===== src/rtl/io_pkg.sv =====
// Shared constants for the I/O register bank: status word bit positions
// and the default mailbox/status slot indices.
package io_pkg;
    localparam int STAT_RXV  = 0;
    localparam int STAT_OVR  = 1;
    localparam int STAT_TXV  = 2;
    localparam int STAT_DROP = 3;

    localparam int DEF_RX_IDX   = 0;
    localparam int DEF_TX_IDX   = 1;
    localparam int DEF_STAT_IDX = 2;
endpackage


===== src/rtl/io_reg_cell.sv =====
// Single T-bit storage slot with synchronous active-high reset and load enable.
module io_reg_cell #(
    parameter int T = 8
) (
    input  logic         i_clk,
    input  logic         i_rst,
    input  logic         i_we,
    input  logic [T-1:0] i_d,
    output logic [T-1:0] o_q
);
    logic [T-1:0] r_q;

    always_ff @(posedge i_clk) begin
        if (i_rst)
            r_q <= '0;
        else if (i_we)
            r_q <= i_d;
    end

    assign o_q = r_q;
endmodule


===== src/rtl/io_reg_bank.sv =====
// Address-decoded I/O register bank with RX/TX mailboxes, a W1C status word,
// a registered read port and a flat view of all slots for legacy consumers.
module io_reg_bank
    import io_pkg::*;
#(
    parameter int R        = 4,
    parameter int T        = 8,
    parameter int N        = 2,
    parameter int RX_IDX   = DEF_RX_IDX,
    parameter int TX_IDX   = DEF_TX_IDX,
    parameter int STAT_IDX = DEF_STAT_IDX
) (
    input  logic           clk,
    input  logic           rst,
    input  logic           wr_en,
    input  logic [N-1:0]   wr_addr,
    input  logic [T-1:0]   wr_data,
    input  logic           rd_en,
    input  logic [N-1:0]   rd_addr,
    output logic [T-1:0]   rd_data,
    output logic           rd_valid,
    input  logic [T-1:0]   rx_data,
    input  logic           rx_strobe,
    output logic [T-1:0]   tx_data,
    output logic           tx_valid,
    input  logic           tx_ready,
    output logic [R*T-1:0] regs_flat
);
    logic [T-1:0] w_slots [R];
    logic [T-1:0] w_stat;
    logic [T-1:0] w_rd_word;
    logic         w_wr_tx;
    logic         w_wr_stat;
    logic         w_rd_rx;
    logic         w_ovr_set;
    logic         w_drop_set;

    logic         r_rx_valid;
    logic         r_overrun;
    logic         r_tx_valid;
    logic         r_tx_drop;
    logic [T-1:0] r_rd_data;
    logic         r_rd_valid;

    assign w_wr_tx    = wr_en && (wr_addr == N'(TX_IDX));
    assign w_wr_stat  = wr_en && (wr_addr == N'(STAT_IDX));
    assign w_rd_rx    = rd_en && (rd_addr == N'(RX_IDX));
    // A read of RX in the same cycle consumes the old byte, so no overrun.
    assign w_ovr_set  = rx_strobe && r_rx_valid && !w_rd_rx;
    assign w_drop_set = w_wr_tx && r_tx_valid;

    always_comb begin
        w_stat            = '0;
        w_stat[STAT_RXV]  = r_rx_valid;
        w_stat[STAT_OVR]  = r_overrun;
        w_stat[STAT_TXV]  = r_tx_valid;
        w_stat[STAT_DROP] = r_tx_drop;
    end

    for (genvar g = 0; g < R; g++) begin : g_slot
        if (g == STAT_IDX) begin : g_stat
            assign w_slots[g] = w_stat;
        end else begin : g_cell
            logic         w_we;
            logic [T-1:0] w_d;
            if (g == RX_IDX) begin : g_rx
                assign w_we = rx_strobe;
                assign w_d  = rx_data;
            end else if (g == TX_IDX) begin : g_tx
                assign w_we = w_wr_tx && !r_tx_valid;
                assign w_d  = wr_data;
            end else begin : g_gp
                assign w_we = wr_en && (wr_addr == N'(g));
                assign w_d  = wr_data;
            end
            io_reg_cell #(.T(T)) u_cell (
                .i_clk (clk),
                .i_rst (rst),
                .i_we  (w_we),
                .i_d   (w_d),
                .o_q   (w_slots[g])
            );
        end
        assign regs_flat[g*T +: T] = w_slots[g];
    end

    always_comb begin
        w_rd_word = '0;
        for (int i = 0; i < R; i++) begin
            if (rd_addr == N'(i))
                w_rd_word = w_slots[i];
        end
    end

    // Set beats a simultaneous W1C clear on both sticky flags.
    always_ff @(posedge clk) begin
        if (rst) begin
            r_rx_valid <= 1'b0;
            r_overrun  <= 1'b0;
            r_tx_valid <= 1'b0;
            r_tx_drop  <= 1'b0;
            r_rd_data  <= '0;
            r_rd_valid <= 1'b0;
        end else begin
            if (rx_strobe)
                r_rx_valid <= 1'b1;
            else if (w_rd_rx)
                r_rx_valid <= 1'b0;

            if (w_ovr_set)
                r_overrun <= 1'b1;
            else if (w_wr_stat && wr_data[STAT_OVR])
                r_overrun <= 1'b0;

            if (w_wr_tx && !r_tx_valid)
                r_tx_valid <= 1'b1;
            else if (r_tx_valid && tx_ready)
                r_tx_valid <= 1'b0;

            if (w_drop_set)
                r_tx_drop <= 1'b1;
            else if (w_wr_stat && wr_data[STAT_DROP])
                r_tx_drop <= 1'b0;

            r_rd_valid <= rd_en;
            if (rd_en)
                r_rd_data <= w_rd_word;
        end
    end

    assign rd_data  = r_rd_data;
    assign rd_valid = r_rd_valid;
    assign tx_data  = w_slots[TX_IDX];
    assign tx_valid = r_tx_valid;
endmodule


===== config.mk =====
export PLATFORM = sky130hd
export DESIGN_NAME = io_reg_bank
export DESIGN_NICKNAME = d
export VERILOG_FILES = /design/src/rtl/io_pkg.sv /design/src/rtl/io_reg_cell.sv /design/src/rtl/io_reg_bank.sv
export SDC_FILE = /design/constraint.sdc
export NUM_CORES = 1
export LEC_CHECK = 0
export CAP_MARGIN = 20
export CORE_MARGIN = 4
export CORE_UTILIZATION = 39
export DETAILED_ROUTE_END_ITERATION = 6
export GPL_TIMING_DRIVEN = 1
export HOLD_SLACK_MARGIN = 0.03
export PLACE_DENSITY = 0.76
export SLEW_MARGIN = 40
export SYNTH_ARGS = -nofsm -noshare
export SYNTH_HDL_FRONTEND = slang
export SYNTH_SLANG_ARGS = --single-unit

===== constraint.sdc =====
create_clock -name clk -period 1.9 [get_ports clk]
set_clock_uncertainty 0.2 [all_clocks]
set_input_delay 0.38 -clock clk [delete_from_list [all_inputs] [get_ports clk]]
set_output_delay 0.38 -clock clk [all_outputs]
set_load 0.05 [all_outputs]

Yosys cells after proc, flatten, opt, wreduce, memory -nomap -nowiden
Index checks and enable logic that the tools add are counted.

operators by class
  multipliers = 0
  magnitude comparators = 0
  bitwise gates (word level) = 0
  add/subtract/negate cells = 0
  multiplexer cells = 12
  reduce and logical (&&, ||, !) cells = 18
  shift-type cells = 0
  divide/modulo/power cells = 0
  equality and inequality tests = 6

operators with widths
  operator                                                               count
  8-bit two-way mux                                                      4
  1-bit logical AND                                                      11
  2-bit equality test, second input constant                             4
  1-bit two-way mux                                                      8
  2-bit nonzero test                                                     4
  2-bit by 1-bit equality test with 1-bit output, second input constant  2
  1-bit logical NOT                                                      2
  2-bit logical NOT                                                      1

storage, ports and cells
  register bits after elaboration = 37
  memory bits (read-only) = 0
  bits in writable memories = 0
  memories = 0
  input bits = 26
  latch bits = 0
  word-level logic and storage cells = 45
  output and inout bits = 50

Logic depth before layout (Yosys ltp)
  depth after elaboration = 5
  mapped depth = 4
  mapped depth without buffers = 3

Hierarchy
Synthesis repeated with hierarchy kept, for this count alone.

second synthesis, totals
  cells, all modules = 160
  area total of the unflattened synthesis = 1657.8 µm²

modules (own cells, without submodules)
  module       instances  area an instance (µm²)  cells an instance  sequential area each (µm²)
  io_reg_cell  3          285.3                   26                 160.2
  io_reg_bank  1          802.0                   82                 260.2

Worst setup path after synthesis
OpenSTA, ideal clock, no wires.

  path kind = flip-flop to flip-flop
  start = reg r_tx_valid (netlist: tx_valid)
  end = reg g_slot[1].g_cell.u_cell.r_q[4]
  cell stages (with the launch flop) = 5
  period minus slack after synthesis = 1595 ps
  data arrival time = 1324 ps
  path buffers = 1
  slack = 305 ps
  cell sequence = dfxtp_1 nand4bb_1 clkbuf_1 nand2_1 a21oi_1

on the way
  longest elaborated chain between the ends = 2

RTL lines
  item                    line                source
  start, declared         io_reg_bank.sv:40   logic r_tx_valid;
  start signal, assigned  io_reg_bank.sv:100  r_tx_valid <= 1'b0;
  start signal, assigned  io_reg_bank.sv:116  r_tx_valid <= 1'b1;
  start signal, assigned  io_reg_bank.sv:118  r_tx_valid <= 1'b0;
  1-bit logical NOT       io_reg_bank.sv:70   assign w_we = w_wr_tx && !r_tx_valid;
  1-bit logical AND       io_reg_bank.sv:70
  end signal, assigned    io_reg_cell.sv:17   r_q <= i_d;
  end, declared           io_reg_cell.sv:11   logic [T-1:0] r_q;

Every way passes these cells.
A chain may end at the register's enable or synchronous reset.

Worst setup path after layout
  start = in rd_addr[1]
  end = reg r_overrun

on the way
  longest elaborated chain between the ends = 5
  elaborated cells between the ends (all ways) = 6
  classes of those cells = mux: 1; reduce/logical: 5

RTL lines
  item                                                            line                source
  start, declared                                                 io_reg_bank.sv:19   input logic [N-1:0] rd_addr,
  2-bit logical NOT *                                             io_reg_bank.sv:47   assign w_rd_rx = rd_en && (rd_addr == N'(RX_IDX));
  1-bit logical AND *                                             io_reg_bank.sv:47
  1-bit logical NOT *                                             io_reg_bank.sv:49   assign w_ovr_set = rx_strobe && r_rx_valid && !w_rd_rx;
  1-bit logical AND *                                             io_reg_bank.sv:49
  1-bit two-way mux / 2-bit nonzero test (equally long branches)  -
  end signal, assigned                                            io_reg_bank.sv:99   r_overrun <= 1'b0;
  end signal, assigned                                            io_reg_bank.sv:111  r_overrun <= 1'b1;
  end signal, assigned                                            io_reg_bank.sv:113  r_overrun <= 1'b0;
  end, declared                                                   io_reg_bank.sv:39   logic r_overrun;

Mark *: on every way between the ends. The rest lies on a longest branch, timed or not.

==> results by group <==
Outcome
  • Status: finished, final reports clean

Logic synthesis
  • Mapped cell area: 0.001663 mm^2
  • Post-synthesis mux area share: 20.54%
  • Syn_area_per_cell: a little under 10 um^2
  • Netlist cell types: 26
  • Synth Area in Compound Gates: under 10%
  • Register bit total from synthesis: 37
  • XOR/XNOR share of the synthesized area: 0%
  • Post-Synth Adder-Cell Area: 0%
  • Register area share after synthesis: ~45%
  • Cells after Synth: 168
  • Simple-gate share of the synthesized area: around 18%
  • Largest family of logic cells by synthesized area: multiplexers
  • YS warnings: 0

Detailed routing
  • Antenna Nets Post-Route: 0
  • DRT Wirelength: between 4000 and 5000 um
  • Vias: between 1000 and 1500
  • 1st-iter DRT viols: between 70 and 80
  • Pre-antenna DRT Iters: 4
  • DRC: 0
  • Vias/cell: 5.000
  • Routed len/inst: approximately 15 um

Floorplan
  • I/O pin cnt: 76
  • Chip height: roughly 73 um
  • Initial Utilization: about two fifths
  • Die area: around 0.0054 mm^2
  • Row count: 23
  • Chip Width: 73.30 um
  • Core outline area: between 0.004 and 0.005 mm^2

Critical path
  • CP required: 1.88 ns
  • Setup CP Type: in2reg
  • CP Max Fanout: 4
  • Crit start category: input pin
  • WP data arrival: 1.71 ns
  • CP endpoint kind: register

STA
  • Final setup TNS: 0 ns
  • Worst hold slack: approximately 0.29 ns
  • RSZ-0062 raised after global routing: no
  • Min Tclk post-route: between 1.5 and 2 ns
  • Fmax: 576.2 MHz
  • Max Transition Viols Final: 0
  • Setup Viol. Count Final: 0
  • Hold Violations, Final: 0
  • Fin crit share: 91.34%

Global route
  • First-pass GRT wire length: roughly 6500 um
  • Largest net degree at the start of global routing: 38
  • Gr ovfl total: 0
  • Antenna violations before repair: 0
  • GRT Util Overall: around 16%
  • Vias in the first global route: approximately 1300

Clock tree
  • Clk buf depth: 2
  • CTS tree: built
  • Clk_lat worst skew: 0.28 ns
  • Post-CTS Setup Bufs: 0
  • Num CTS Buffers: 5
  • CTS-repair resized insts: 0
  • Cts hold-fix bufs: 0
  • H-tree depth: 2
  • Clk sinks: 37
  • Clock root cell: clkbuf_8
  • Worst-path clk slew: approximately 0.080 ns

Power and ir drop
  • Logic gate share of total power: 22.4%
  • Reg power frac: around 45%
  • Sw Share: roughly 30%
  • Psw: ~570 uW
  • Maximum vdd drop: ~520 uV
  • Leakage: approximately 1.1 nW
  • Power Total: about 1.9 mW
  • Pwr/cell area: 790.6 mW/mm^2
  • Clock power share: between 30% and 40%
  • Internal Power: around 1.3 mW

Placement
  • GPL Wtd Cong: between 0.7 and 0.8
  • Post-DP Area: roughly 0.0023 mm^2
  • Detailed placer's ending HPWL: 3037 um
  • Port bufs: between 70 and 80

Layout
  • Layout Nets: roughly 260
  • Most common cell after layout, fill and taps aside: buf_4
  • Fillers: approximately 380
  • Post-route cell area: about 0.0024 mm^2
  • Fin util: just under 60%
  • Commonest non-fill, non-tap cells in the layout: buf_4 (51), dfxtp_1 (37), nor2_1 (26)
  • Area Growth Syn to Fin: 41.91%
  • Layout cell share with drive strength beyond 1: between 20% and 30%
  • ANT cells: 0

Worst hold path
  • Hold Path Class: reg2reg

Run
  • Max-cap violations: 0
## critical path: stages
cell             delay [ns]
clkdlybuf4s50_1        0.49
buf_4                  0.19
or3b_1                 0.39
a32oi_1                0.21
nor2_1                 0.06
## worst paths after layout
kind                                               startpoint                                     endpoint  slack (ns)  cells past startpoint
setup / recovery                                   rd_addr[1]                       r_overrun$_SDFFE_PP0P_        0.16                      5
hold / removal    g_slot[1].g_cell.u_cell.o_q[0]$_SDFFE_PP0P_  g_slot[1].g_cell.u_cell.o_q[0]$_SDFFE_PP0P_        0.29                      2
setup reg to reg                        tx_valid$_SDFFE_PP0P_                      rd_data[2]$_SDFFE_PP0P_        0.45                      3
hold reg to reg   g_slot[1].g_cell.u_cell.o_q[0]$_SDFFE_PP0P_  g_slot[1].g_cell.u_cell.o_q[0]$_SDFFE_PP0P_        0.29                      2
## power by group through the flow
stage | combinational (mW) | clock (mW) | sequential, mW
CTS | 0.422 | 0.621 | 0.836
finish | 0.418 | 0.611 | 0.836
detailed placement | 0.420 | 0 | 0.854
global route | 0.441 | 0.644 | 0.841
global placement | 0.415 | 0 | 0.854
floorplan | 0.174 | 0 | 0.954
## cell families (layout without fill, tap and decap cells)
family                 Yosys count  after routing
DFF                             37             37
other                            1              4
AOI/OAI and AO/OA               17             17
muxes                           28             28
and+or+nand+nor                 59             59
buffers and inverters           26             87
## metal layers
| layer | part of all wire, % | vias to the layer above | GRT usage, % |
|---|---|---|---|
| li1 | - | 685 | - |
| met1 | 44 | 672 | 19.66 |
| met2 | 48 | 49 | 26.71 |
| met3 | 6.8 | 4 | 4.788 |
| met4 | 0.59 | 0 | 4.225 |
| met5 | 0 | - | 0 |
## area by class of cell
class / instances / area [um^2] / area share, %
flip-flops and latches: 37 / 740.7 / 31.39
multi-input cells: 108 / 762.0 / 32.29
repair buffers: 79 / 693.2 / 29.37
well taps: 50 / 62.56 / 2.651
clock inverters: 1 / 5.005 / 0.2121
clock buffers: 7 / 96.34 / 4.083
## state kept, by name, indices dropped and copies added, names as in the netlist
signal,count
rd_data,8
rd_valid,1
r_tx_drop,1
g_slot.g_cell.u_cell.o_q,24
r_rx_valid,1
r_overrun,1
tx_valid,1
## per-stage QoR
step / setup slack (ns) / cells
after floorplan: 0.3052 / 171
after global placement: -0.09203 / 274
after detailed placement: -0.1186 / 274
after CTS: 0.1827 / 282
after global routing: 0.08749 / 282
final: 0.1645 / 282
## synthesized netlist by cell type
cell type  count  share of area [%]
a211oi_1       1               0.45
a21oi_1       10                3.0
a31oi_1        1               0.38
a32oi_1        1               0.53
and4bb_2       1               0.75
buf_2          5                1.5
buf_4         16                7.2
buf_6          1               0.68
clkbuf_1       4               0.90
conb_1         1               0.23
dfxtp_1       37                 45
mux2i_1       24                 14
mux4_1         3                4.7
mux4_2         1                1.4
nand2_1       17                3.8
nand2b_1       1               0.38
nand3_1        4                1.2
nand3_2        1               0.60
nand3b_1       1               0.45
nand4b_1       1               0.53
nand4bb_1      1               0.68
nor2_1        26                5.9
nor2b_1        1               0.38
nor3_2         4                2.4
o211a_1        4                2.4
or3b_1         1               0.53
No activity file was read; power rests on OpenSTA's default activity.
